<file path="src/rtl/dfg_token_source.sv">
// Producer node for the dataflow fabric: the host preloads tokens into a FIFO,
// and START replays them on the R/D interface, one per enabled cycle, ending with a DONE pulse.
module dfg_token_source #(
  parameter int N     = 16,
  parameter int DEPTH = 16,
  parameter int AW    = 4
) (
  input  logic          CLK,
  input  logic          RST,
  input  logic          EN,
  input  logic          CLEAR,
  input  logic          WR_EN,
  input  logic [N-1:0]  WR_DATA,
  input  logic          START,
  output logic          FULL,
  output logic [AW:0]   LEVEL,
  output logic          OVF,
  output logic          BUSY,
  output logic          DONE,
  output logic          R_OUT,
  output logic [N-1:0]  D_OUT
);

  typedef enum logic [1:0] {
    S_IDLE,
    S_RUN,
    S_DONE
  } state_t;

  localparam logic [AW:0] L_DEPTH = (AW+1)'(DEPTH);

  state_t        r_state;
  logic [N-1:0]  r_mem [DEPTH];
  logic [AW-1:0] r_wptr;
  logic [AW-1:0] r_rptr;
  logic [AW:0]   r_level;
  logic          r_full;
  logic          r_ovf;
  logic          r_busy;
  logic          r_done;
  logic          r_rout;
  logic [N-1:0]  r_dout;

  logic          w_empty;
  logic          w_pop;
  logic          w_push;
  logic          w_drop;
  logic [AW:0]   w_level_nxt;

  // A pop frees a slot in the same cycle, so a write to a full FIFO is still taken then.
  assign w_empty = (r_level == '0);
  assign w_pop   = !CLEAR && (r_state == S_RUN) && EN && !w_empty;
  assign w_push  = !CLEAR && WR_EN && (!r_full || w_pop);
  assign w_drop  = !CLEAR && WR_EN && r_full && !w_pop;

  // NOTE: always_comb gets a default assignment first so no path can infer a latch.
  always_comb begin
    w_level_nxt = r_level;
    case ({w_push, w_pop})
      2'b10:   w_level_nxt = r_level + (AW+1)'(1);
      2'b01:   w_level_nxt = r_level - (AW+1)'(1);
      default: w_level_nxt = r_level;
    endcase
  end

  // NOTE: token storage has no reset; the pointers and level alone define what is valid.
  always_ff @(posedge CLK) begin
    if (w_push) r_mem[r_wptr] <= WR_DATA;
  end

  // NOTE: sequential state uses non-blocking assignments so every register sees pre-edge values.
  always_ff @(posedge CLK or negedge RST) begin
    if (!RST) begin
      r_wptr  <= '0;
      r_rptr  <= '0;
      r_level <= '0;
      r_full  <= 1'b0;
      r_ovf   <= 1'b0;
    end else if (CLEAR) begin
      r_wptr  <= '0;
      r_rptr  <= '0;
      r_level <= '0;
      r_full  <= 1'b0;
      r_ovf   <= 1'b0;
    end else begin
      if (w_push) r_wptr <= r_wptr + AW'(1);
      if (w_pop)  r_rptr <= r_rptr + AW'(1);
      r_level <= w_level_nxt;
      r_full  <= (w_level_nxt == L_DEPTH);
      if (w_drop) r_ovf <= 1'b1;
    end
  end

  always_ff @(posedge CLK or negedge RST) begin
    if (!RST) begin
      r_state <= S_IDLE;
      r_busy  <= 1'b0;
      r_done  <= 1'b0;
      r_rout  <= 1'b0;
      r_dout  <= '0;
    end else if (CLEAR) begin
      r_state <= S_IDLE;
      r_busy  <= 1'b0;
      r_done  <= 1'b0;
      r_rout  <= 1'b0;
    end else begin
      case (r_state)
        S_IDLE: begin
          r_rout <= 1'b0;
          r_done <= 1'b0;
          // START is honoured even with EN low; an empty stream completes at once.
          if (START) begin
            if (w_empty) begin
              r_state <= S_DONE;
              r_done  <= 1'b1;
            end else begin
              r_state <= S_RUN;
              r_busy  <= 1'b1;
            end
          end
        end
        S_RUN: begin
          if (EN) begin
            if (w_pop) begin
              r_rout <= 1'b1;
              r_dout <= r_mem[r_rptr];
            end else begin
              r_rout  <= 1'b0;
              r_done  <= 1'b1;
              r_busy  <= 1'b0;
              r_state <= S_DONE;
            end
          end
        end
        S_DONE: begin
          r_done  <= 1'b0;
          r_rout  <= 1'b0;
          r_state <= S_IDLE;
        end
        default: begin
          r_state <= S_IDLE;
          r_busy  <= 1'b0;
          r_done  <= 1'b0;
          r_rout  <= 1'b0;
        end
      endcase
    end
  end

  assign FULL  = r_full;
  assign LEVEL = r_level;
  assign OVF   = r_ovf;
  assign BUSY  = r_busy;
  assign DONE  = r_done;
  assign R_OUT = r_rout;
  assign D_OUT = r_dout;

endmodule

</file>
<file path="config.mk">
export PLATFORM = sky130hd
export DESIGN_NAME = dfg_token_source
export DESIGN_NICKNAME = d
export VERILOG_FILES = /design/src/rtl/dfg_token_source.sv
export SDC_FILE = /design/constraint.sdc
export NUM_CORES = 1
export LEC_CHECK = 0
export CORE_MARGIN = 5
export CORE_UTILIZATION = 35
export CTS_CLUSTER_DIAMETER = 100
export DETAILED_ROUTE_END_ITERATION = 8
export SYNTH_ARGS = -nofsm -noshare
export SYNTH_HDL_FRONTEND = slang
export SYNTH_SLANG_ARGS = --single-unit
</file>
<file path="constraint.sdc">
create_clock -name CLK -period 6.3 [get_ports CLK]
set_input_delay 1.26 -clock CLK [delete_from_list [all_inputs] [get_ports CLK]]
set_output_delay 1.26 -clock CLK [all_outputs]
set_load 0.05 [all_outputs]
</file>
==> impl_metrics.json <==
{
  "run_status": "finished clean",
  "synth-warning-count": 0,
  "path_class": "in2reg",
  "cts_made_buffers": 31,
  "slew_headroom": 0.197,
  "viasPerCell": 5.10,
  "cts-htree-levels": 1,
  "period_needed_ns": 4.34,
  "grt_pass1_wl_microns": 37100,
  "drcViolationCount": 0,
  "ys_ff_latch": 292,
  "rows": 66,
  "grt_pass1_vias": 5997,
  "setup_violations": 0,
  "slowest_stage": "clkdlybuf4s50_1",
  "final_common_cell": "edfxtp_1",
  "p_seq_frac": 0.514,
  "core_area_sq_um": 32500,
  "drtIter0Drc": 439,
  "skew_ns": 0.0221,
  "die-area_sq_um": 36700,
  "root_buffer": "clkbuf_16",
  "ios": 48,
  "ctsResizeCount": 0,
  "n_antenna_cell": 0,
  "p_comb_frac": 0.061,
  "fin_hold_ws_ns": 0.525,
  "grt.overflow.total": 0,
  "min_path_cells": 2,
  "dpl.hpwl_microns": 14100,
  "cts_setup_buffers": 0,
  "grt_use_total": 0.134,
  "synthCells": 572,
  "post-route-period-util": 0.689,
  "cts.clk_slew.worst_paths_ns": 0.06,
  "fin_util": 0.417,
  "die_y_microns": 192,
  "peakVddDrop_v": 0.000242,
  "final_cell_mix": "256 x edfxtp_1, 64 x mux4_2, 46 x clkdlybuf4s50_1",
  "cp.required_ns": 6.75,
  "drtAntennaViolNets": 0,
  "worst_slew_pin_slew_ns": 1.20,
  "synth.avg_cell_area_sq_um": 20.2,
  "gp_congestion": 0.774,
  "cts_tree": "yes",
  "clkPwrFrac": 0.426,
  "numPortBuffers": 47,
  "final_net_count": 662,
  "drt_first_pass_iters": 5,
  "drive_gt1_frac": 0.245,
  "hp-class": "reg2reg",
  "syn2layout_area_growth_pct": 17.7,
  "slew_violations": 0,
  "synth_cell_types": 44,
  "final_cells": 1098,
  "finalHoldViolCount": 0,
  "rsz0062_at_grt": "no",
  "leakage_uw": 0.00431,
  "power_switching_uw": 932,
  "syn_area_sq_um": 11500,
  "synth_fp_nets": 602,
  "arrival_ns": 4.79,
  "post_drt_wl_per_cell_microns": 22.3,
  "powerDensity_nw_per_um2": 312,
  "via_count": 5599,
  "grt_max_degree": 68,
  "max_clock_freq_ghz": 0.230,
  "drv_cap": 0,
  "crit_fanout": 19,
  "swShare": 0.220,
  "clock_path_buffers": 3,
  "die_x_microns": 192,
  "cp-end-kind": "register",
  "crit_chain": "clkdlybuf4s50_1, nor2b_1, a21boi_0, inv_1, ha_1, xor2_1, ha_1, a21oi_1, xnor2_1, a21boi_0, nor3_1, nor4bb_1",
  "dp.cells": 1041,
  "start_util": 0.354,
  "clk-insertion-delay-late_ns": 0.57,
  "synthArstFlopShare": 0.123,
  "r2r_cells": 12,
  "synth-edff-count": 256,
  "synthFlopType": "edfxtp_1",
  "start_kind": "input pin",
  "slowest_delay_ns": 0.79,
  "clock-sinks": 292,
  "totalWireLength_microns": 24500,
  "p_int_uw": 3300,
  "ys_seq_area_frac": 0.745,
  "grt_antenna_before_repair": 1,
  "setup-tns-final_ns": 0,
  "holdBufCountCts": 0
}
==> registers in the layout, summed over array words and instances (netlist names) <==
register,count
r_wptr,4
LEVEL,5
D_OUT,16
DONE,1
r_rptr,4
R_OUT,1
BUSY,1
r_state,2
OVF,1
r_mem,256
FULL,1
==> critical path, delay by kind of cell <==
kind / cells / cell delay, ns
buffers and inverters: 2 / 0.93
AOI/OAI and AO/OA: 3 / 0.88
xor gates and xnor gates: 2 / 0.34
adders and majority gates: 2 / 0.58
and+or+nand+nor: 3 / 0.80
==> path summary, 6_finish.rpt <==
path,start,end,slack [ns]
worst max-delay path,CLEAR,FULL,1.96
worst min-delay path,OVF,OVF,0.52
worst max register to register,LEVEL[2],FULL,2.76
worst min register to register,OVF,OVF,0.52
max in group asynchronous,RST,r_rptr[0],4.74
min in group asynchronous,RST,FULL,0.86
==> stage by stage <==
stage	instance area, sq um	worst slack [ns]	power (uW)
4_1_cts	13600	1.98	4270
5_1_grt	13600	1.74	4380
2_1_floorplan	11500	2.40	2350
6_report	13600	1.96	4230
3_5_place_dp	12500	1.40	2470
3_3_place_gp	12500	1.59	2470
==> cells by family after synthesis <==
group	synth area share
mux	0.154
simple gates	0.0348
xor+xnor	0.00759
fa+ha+maj	0.00868
buf+inv	0.0164
compound gates	0.0343
flops	0.745
==> cell usage after synthesis (2+ instances only) <==
master	n	share of area
edfxtp_1	256	0.67
mux4_2	64	0.12
nor2_1	43	0.014
dfrtp_1	36	0.078
mux2i_1	33	0.029
clkbuf_1	16	0.0052
a221oi_2	10	0.013
nand2_1	10	0.0033
buf_2	8	0.0035
ha_1	8	0.0087
inv_1	8	0.0026
xor2_1	8	0.0061
a21oi_1	6	0.0026
a221oi_1	6	0.0046
o21ai_0	6	0.0026
nand2b_1	5	0.0027
nor3_1	5	0.0022
a211oi_1	3	0.0020
a21boi_0	3	0.0020
buf_1	3	0.00098
buf_6	3	0.0029
o211ai_1	3	0.0020
and3_1	2	0.0011
nand3b_1	2	0.0013
nor2b_1	2	0.0011
nor3b_1	2	0.0013
nor4_1	2	0.0011
o31ai_1	2	0.0013
xnor2_1	2	0.0015
==> power groups by stage <==
| stage | combinational [uW] | sequential (uW) | clock (uW) |
|---|---|---|---|
| final | 256 | 2170 | 1800 |
| after detailed placement | 259 | 2210 | 0 |
| after floorplan | 71.9 | 2280 | 0 |
| after CTS | 259 | 2180 | 1840 |
| after global routing | 274 | 2180 | 1930 |
| after global placement | 254 | 2210 | 0 |
==> layer usage <==
layer,share of wire,vias to the layer above,track usage
li1,-,2447,-
met1,0.44,2938,0.187
met5,0.00053,-,0
met2,0.48,174,0.220
met3,0.053,38,0.0278
met4,0.021,2,0.0293
==> cell type report <==
class	count	area, sq um
well taps	442	553
repair buffers	58	548
inverters	9	36.3
clock buffers	40	840
clock inverters	17	189
multi-input cells	240	2810
flip-flops and latches	292	8590
fillers	2873	19000
Note: power is estimated with default switching activity, not from simulation.
==> RTL edit 1 (config.mk and constraints unchanged) <==
`N`: 16 -> 17.
--- a/src/rtl/dfg_token_source.sv
+++ b/src/rtl/dfg_token_source.sv
@@ -2,5 +2,5 @@
 // and START replays them on the R/D interface, one per enabled cycle, ending with a DONE pulse.
 module dfg_token_source #(
-  parameter int N     = 16,
+  parameter int N     = 17,
   parameter int DEPTH = 16,
   parameter int AW    = 4
Interface: changed (resized D_OUT and WR_DATA); port bits go from 48 to 50. No check against the original RTL was run, so the function may have changed too.
==> RTL edit 1 against the original RTL <==
  * Non-clock buffer count grew 4
  * Cell count grew 4.2%
  * Count of clock-buffer cells in the layout is the same
  * Sequential share of layout area grew 0.65 points
  * Die area grew 5.0%
  * Cell area grew 4.8%
  * Fmax grew 6.6%
  * Setup slack gained 0.27 ns
  * Total power grew 2.7%
  * Synthesized area grew 5.3%
  * Synthesized cell count grew 5.4%
  * Sequential cell count grew 17
  * Wire length grew 6.5%
==> RTL edit 1: results (changes against the original RTL) <==
<table>
<tr><th>Metric</th><th>Value</th></tr>
<tr><th colspan="2">Final layout</th></tr>
<tr><td>Number of nets in the final layout</td><td>696 (+5.1%)</td></tr>
<tr><td>Relative area of non-clock buffer cells in the final design</td><td>0.0410 (+0.000612)</td></tr>
<tr><td>Multi-input gate share of total cell area</td><td>0.203 (-0.00386)</td></tr>
<tr><td>Fraction of layout instances using a drive strength above 1</td><td>0.225 (-0.0205)</td></tr>
<tr><th colspan="2">Placed design</th></tr>
<tr><td>Total of buffers placed on input and output ports</td><td>49 (+4.3%)</td></tr>
<tr><td>Placed instance area</td><td>13,200 um2 (+5.1%)</td></tr>
<tr><th colspan="2">Run status</th></tr>
<tr><td>Outcome</td><td>finished clean</td></tr>
<tr><th colspan="2">CTS</th></tr>
<tr><td>Sink count of the clock tree</td><td>309 (+5.8%)</td></tr>
<tr><th colspan="2">Power and ir drop</th></tr>
<tr><td>Switch Pwr</td><td>0.906 mW (-2.9%)</td></tr>
<tr><td>Leakage component of the power</td><td>4.47 nW (+3.6%)</td></tr>
<tr><td>Part of the power in the clock network</td><td>0.430 (+0.004)</td></tr>
<tr><td>Cell-internal power</td><td>3.44 mW (+4.3%)</td></tr>
<tr><th colspan="2">Global routing</th></tr>
<tr><td>All-Layer GR Usage</td><td>0.134 (-0.000186)</td></tr>
<tr><td>Number of global-route vias before repair</td><td>6,235 (+4.0%)</td></tr>
<tr><td>First-pass GRT wire length</td><td>39.6 mm (+6.7%)</td></tr>
<tr><td>Met3 global-route usage</td><td>0.0247 (-0.00303)</td></tr>
<tr><td>Number of antenna violations at the first check in global routing</td><td>0 (-1)</td></tr>
<tr><th colspan="2">Synth</th></tr>
<tr><td>Xor/xnor cell area share of the yosys netlist</td><td>0.00649 (-0.00110)</td></tr>
<tr><td>Total nets after synthesis</td><td>634 (+5.3%)</td></tr>
<tr><td>Most frequent cells after synthesis</td><td>edfxtp_1 (272), mux4_2 (68), dfrtp_1 (37)</td></tr>
<tr><td>Adder-cell share of the synthesized area</td><td>0.00824 (-0.000436)</td></tr>
<tr><td>Share of cell area taken by muxes after synthesis</td><td>0.156 (+0.00217)</td></tr>
<tr><th colspan="2">Route</th></tr>
<tr><td>Vias per inst</td><td>5.15 (+0.98%)</td></tr>
<tr><td>Number of violations reported at the end of detailed-routing iteration 0</td><td>561 (+28%)</td></tr>
<tr><td>Met1 wire length</td><td>11.7 mm (+7.5%)</td></tr>
<tr><th colspan="2">Die</th></tr>
<tr><td>Die boundary width</td><td>196 um (+2.5%)</td></tr>
<tr><th colspan="2">STA</th></tr>
<tr><td>Setup Skew</td><td>0.0177 ns (-0.00447 ns)</td></tr>
</table>
RTL edit 1: changes by cell type after synthesis, moves of 3 or more:
cell | unedited run | this run
a221oi_1 | 6 | 0
a221oi_2 | 10 | 0
buf_2 | 8 | 11
clkbuf_1 | 16 | 13
edfxtp_1 | 256 | 272
mux2i_1 | 33 | 36
mux4_2 | 64 | 68
nand2_1 | 10 | 25
nor2_1 | 43 | 29
nor3_1 | 5 | 8
o211ai_1 | 3 | 0
o221ai_1 | 0 | 17
xnor2_1 | 2 | 5
xor2_1 | 8 | 4
RTL edit 1: cells by family after synthesis:
group	count (synthesis)
DFF	309
xor gates and xnor gates	9
and+or+nand+nor	86
muxes	104
adders and majority gates	8
AOI/OAI and AO/OA	44
buffers and inverters	43
RTL edit 1: worst max-delay path by stage:
stage,from,endpoint,cells past startpoint
floorplan,EN,r_mem[0][0],5
global placement,CLEAR,FULL,14
detailed placement,CLEAR,FULL,13
CTS,CLEAR,FULL,13
global route,EN,FULL,13
finish,CLEAR,FULL,13
==> RTL edit 2 (same flow settings) <==
Without the edit above. Reset style: synchronous (`RST`), changed in 2 clocked blocks.
--- a/src/rtl/dfg_token_source.sv
+++ b/src/rtl/dfg_token_source.sv
@@ -70,5 +70,5 @@
 
   // NOTE: sequential state uses non-blocking assignments so every register sees pre-edge values.
-  always_ff @(posedge CLK or negedge RST) begin
+  always_ff @(posedge CLK) begin
     if (!RST) begin
       r_wptr  <= '0;
@@ -92,5 +92,5 @@
   end
 
-  always_ff @(posedge CLK or negedge RST) begin
+  always_ff @(posedge CLK) begin
     if (!RST) begin
       r_state <= S_IDLE;
Check against the original RTL: differs if RST is asserted again (counterexample within 4 cycles, from zero or initial values and one cycle with RST low); with RST held inactive, the same outputs for 4 cycles.
==> RTL edit 2 against the original RTL <==
  * Synthesized area decreased by 1.6%
  * Sequential cell count stayed put
  * Wire length fell by 4.1%
  * Die area decreased by 1.5%
  * Cell area down 2.3%
  * Highest routed layer unchanged
  * Setup slack better by 0.31 ns
  * Register-to-register slack improved by 0.18 ns
  * Cell count increased by 1.7%
Power is not compared: it rests on default switching activity, and its combinational part moved more than twofold at a synthesized area within 25%.
==> RTL edit 2: results (changes against the original RTL) <==
<table>
<tr><th>Metric</th><th>Value</th></tr>
<tr><th colspan="2">Run status</th></tr>
<tr><td>Outcome</td><td>finished clean</td></tr>
<tr><th colspan="2">Worst hold path</th></tr>
<tr><td>Worst Hold Launch</td><td>D_OUT[12]</td></tr>
<tr><th colspan="2">Final layout</th></tr>
<tr><td>Number of fill cells in the layout</td><td>2,847 (-0.90%)</td></tr>
<tr><td>Number of nets in the final layout</td><td>683 (+3.2%)</td></tr>
<tr><td>Fraction of layout instances using a drive strength above 1</td><td>0.187 (-0.0588)</td></tr>
<tr><th colspan="2">Synth</th></tr>
<tr><td>Most frequent cells after synthesis</td><td>edfxtp_1 (256), mux4_2 (55), nor2_1 (49)</td></tr>
<tr><td>Sequential-to-total area share from yosys stat</td><td>0.741 (-0.00389)</td></tr>
<tr><td>Total nets after synthesis</td><td>625 (+3.8%)</td></tr>
<tr><td>Count of unique library cells instantiated by Yosys</td><td>48 (+9.1%)</td></tr>
<tr><td>Dominant cells by area after synthesis</td><td>edfxtp_1 (68%), mux4_2 (11%), dfxtp_1 (6.3%), a22o_1 (2.5%), mux4_1 (2.1%)</td></tr>
<tr><th colspan="2">Placed design</th></tr>
<tr><td>Half-perimeter wire length after placement</td><td>14.4 mm (+1.8%)</td></tr>
<tr><td>Placed instance area</td><td>12,300 um2 (-1.6%)</td></tr>
<tr><td>Setup slack at placement</td><td>1.74 ns (+0.339 ns)</td></tr>
<tr><th colspan="2">STA</th></tr>
<tr><td>Relative slew slack</td><td>0.235 (+0.0374)</td></tr>
<tr><td>Final-layout worst hold slack</td><td>0.476 ns (-0.0491 ns)</td></tr>
<tr><th colspan="2">Global routing</th></tr>
<tr><td>First-pass GRT wire length</td><td>36.5 mm (-1.7%)</td></tr>
<tr><td>Largest net degree at the start of global routing</td><td>67 (-1.5%)</td></tr>
<tr><td>Number of global-route vias before repair</td><td>6,076 (+1.3%)</td></tr>
<tr><td>All-Layer GR Usage</td><td>0.131 (-0.00340)</td></tr>
<tr><th colspan="2">Critical path</th></tr>
<tr><td>R2r setup slk</td><td>2.94 ns (+0.18 ns)</td></tr>
<tr><td>RR Endpoint</td><td>FULL</td></tr>
<tr><td>Highest fanout seen on the critical path</td><td>8 (-11)</td></tr>
<tr><td>Arrival time worst endpoint</td><td>4.48 ns (-0.31 ns)</td></tr>
<tr><td>Launch instance of the worst register-to-register path</td><td>LEVEL[1]</td></tr>
<tr><th colspan="2">Route</th></tr>
<tr><td>Detailed-route wire length per cell</td><td>21.0 um (-5.8%)</td></tr>
<tr><td>Number of violations reported at the end of detailed-routing iteration 0</td><td>448 (+2.1%)</td></tr>
<tr><td>Metal3 WL</td><td>1.44 mm (+12%)</td></tr>
<tr><td>Detail Route met2 WL</td><td>11.5 mm (-2.4%)</td></tr>
<tr><td>Met1 wire length</td><td>10.1 mm (-6.8%)</td></tr>
<tr><th colspan="2">CTS</th></tr>
<tr><td>Clock buffer count from CTS</td><td>29 (-6.5%)</td></tr>
<tr><td>Clock Latency Late Sink</td><td>0.55 ns (-0.02 ns)</td></tr>
</table>
-- RTL edit 2: cell types whose count changed in the layout (fill, tap and decap cells not counted), sizes merged, moves of 16 or more --
cell,change
nand2,+16
dfrtp,-36
o22ai,+16
a22o,+33
mux2i,-30
a221oi,-16
dfxtp,+36
-- RTL edit 2: cell families after synthesis --
kind of cell             count (synthesis)  synth area share
AO/OA/AOI/OAI                           70            0.0473
XOR/XNOR                                11           0.00849
adder cells (fa/ha/maj)                  8           0.00882
buffers and inverters                   40            0.0188
flip-flops                             292             0.741
multiplexers                            67             0.133
AND/OR/NAND/NOR                        107            0.0432
-- RTL edit 2: critical path, stage by stage --
cell	delay, ns
clkdlybuf4s50_1	0.50
nand3b_1	0.16
a21o_1	0.23
a21oi_2	0.34
inv_1	0.11
ha_1	0.33
xor2_1	0.18
ha_1	0.24
nor2b_1	0.15
o32a_1	0.31
a31oi_1	0.23
xnor2_1	0.13
nor4bb_1	0.30
-- RTL edit 2: routing by layer --
metal  up-vias  track usage
met5         -            0
met4         2       0.0303
li1       2516            -
met1      2965        0.180
met3        31       0.0242
met2       164        0.218
-- RTL edit 2: worst max-delay path by stage --
stage / slack [ns] / cells past startpoint / endpoint / start
after floorplan: 2.62 / 12 / FULL / EN
after global placement: 1.98 / 13 / FULL / EN
after detailed placement: 1.74 / 13 / FULL / EN
after CTS: 2.31 / 13 / FULL / EN
after global routing: 2.06 / 13 / FULL / EN
final: 2.26 / 13 / FULL / EN
-- RTL edit 2: power by group through the flow --
stage	logic, mW	clock network (mW)	registers [mW]
after floorplan	0.0249	0	2.16
after global placement	0.0745	0	2.15
after detailed placement	0.0782	0	2.15
after CTS	0.0785	1.70	2.11
after global routing	0.0850	1.79	2.11
final	0.0780	1.66	2.11
-- RTL edit 2: area by class of cell --
class,count,area (um2),area share
multi-input combinational,263,2780,0.210
clock buffer,38,759,0.0573
clock inverter,15,155,0.0117
timing repair buffer,60,568,0.0429
sequential,292,8410,0.635
inverter,7,26.3,0.00198
tap,442,553,0.0417
-- RTL edit 2: through the flow --
stage          std cells  power [mW]
5_1_grt             1117        3.99
3_3_place_gp        1064        2.23
4_1_cts             1117        3.89
6_report            1117        3.85
2_1_floorplan        595        2.18
3_5_place_dp        1064        2.23
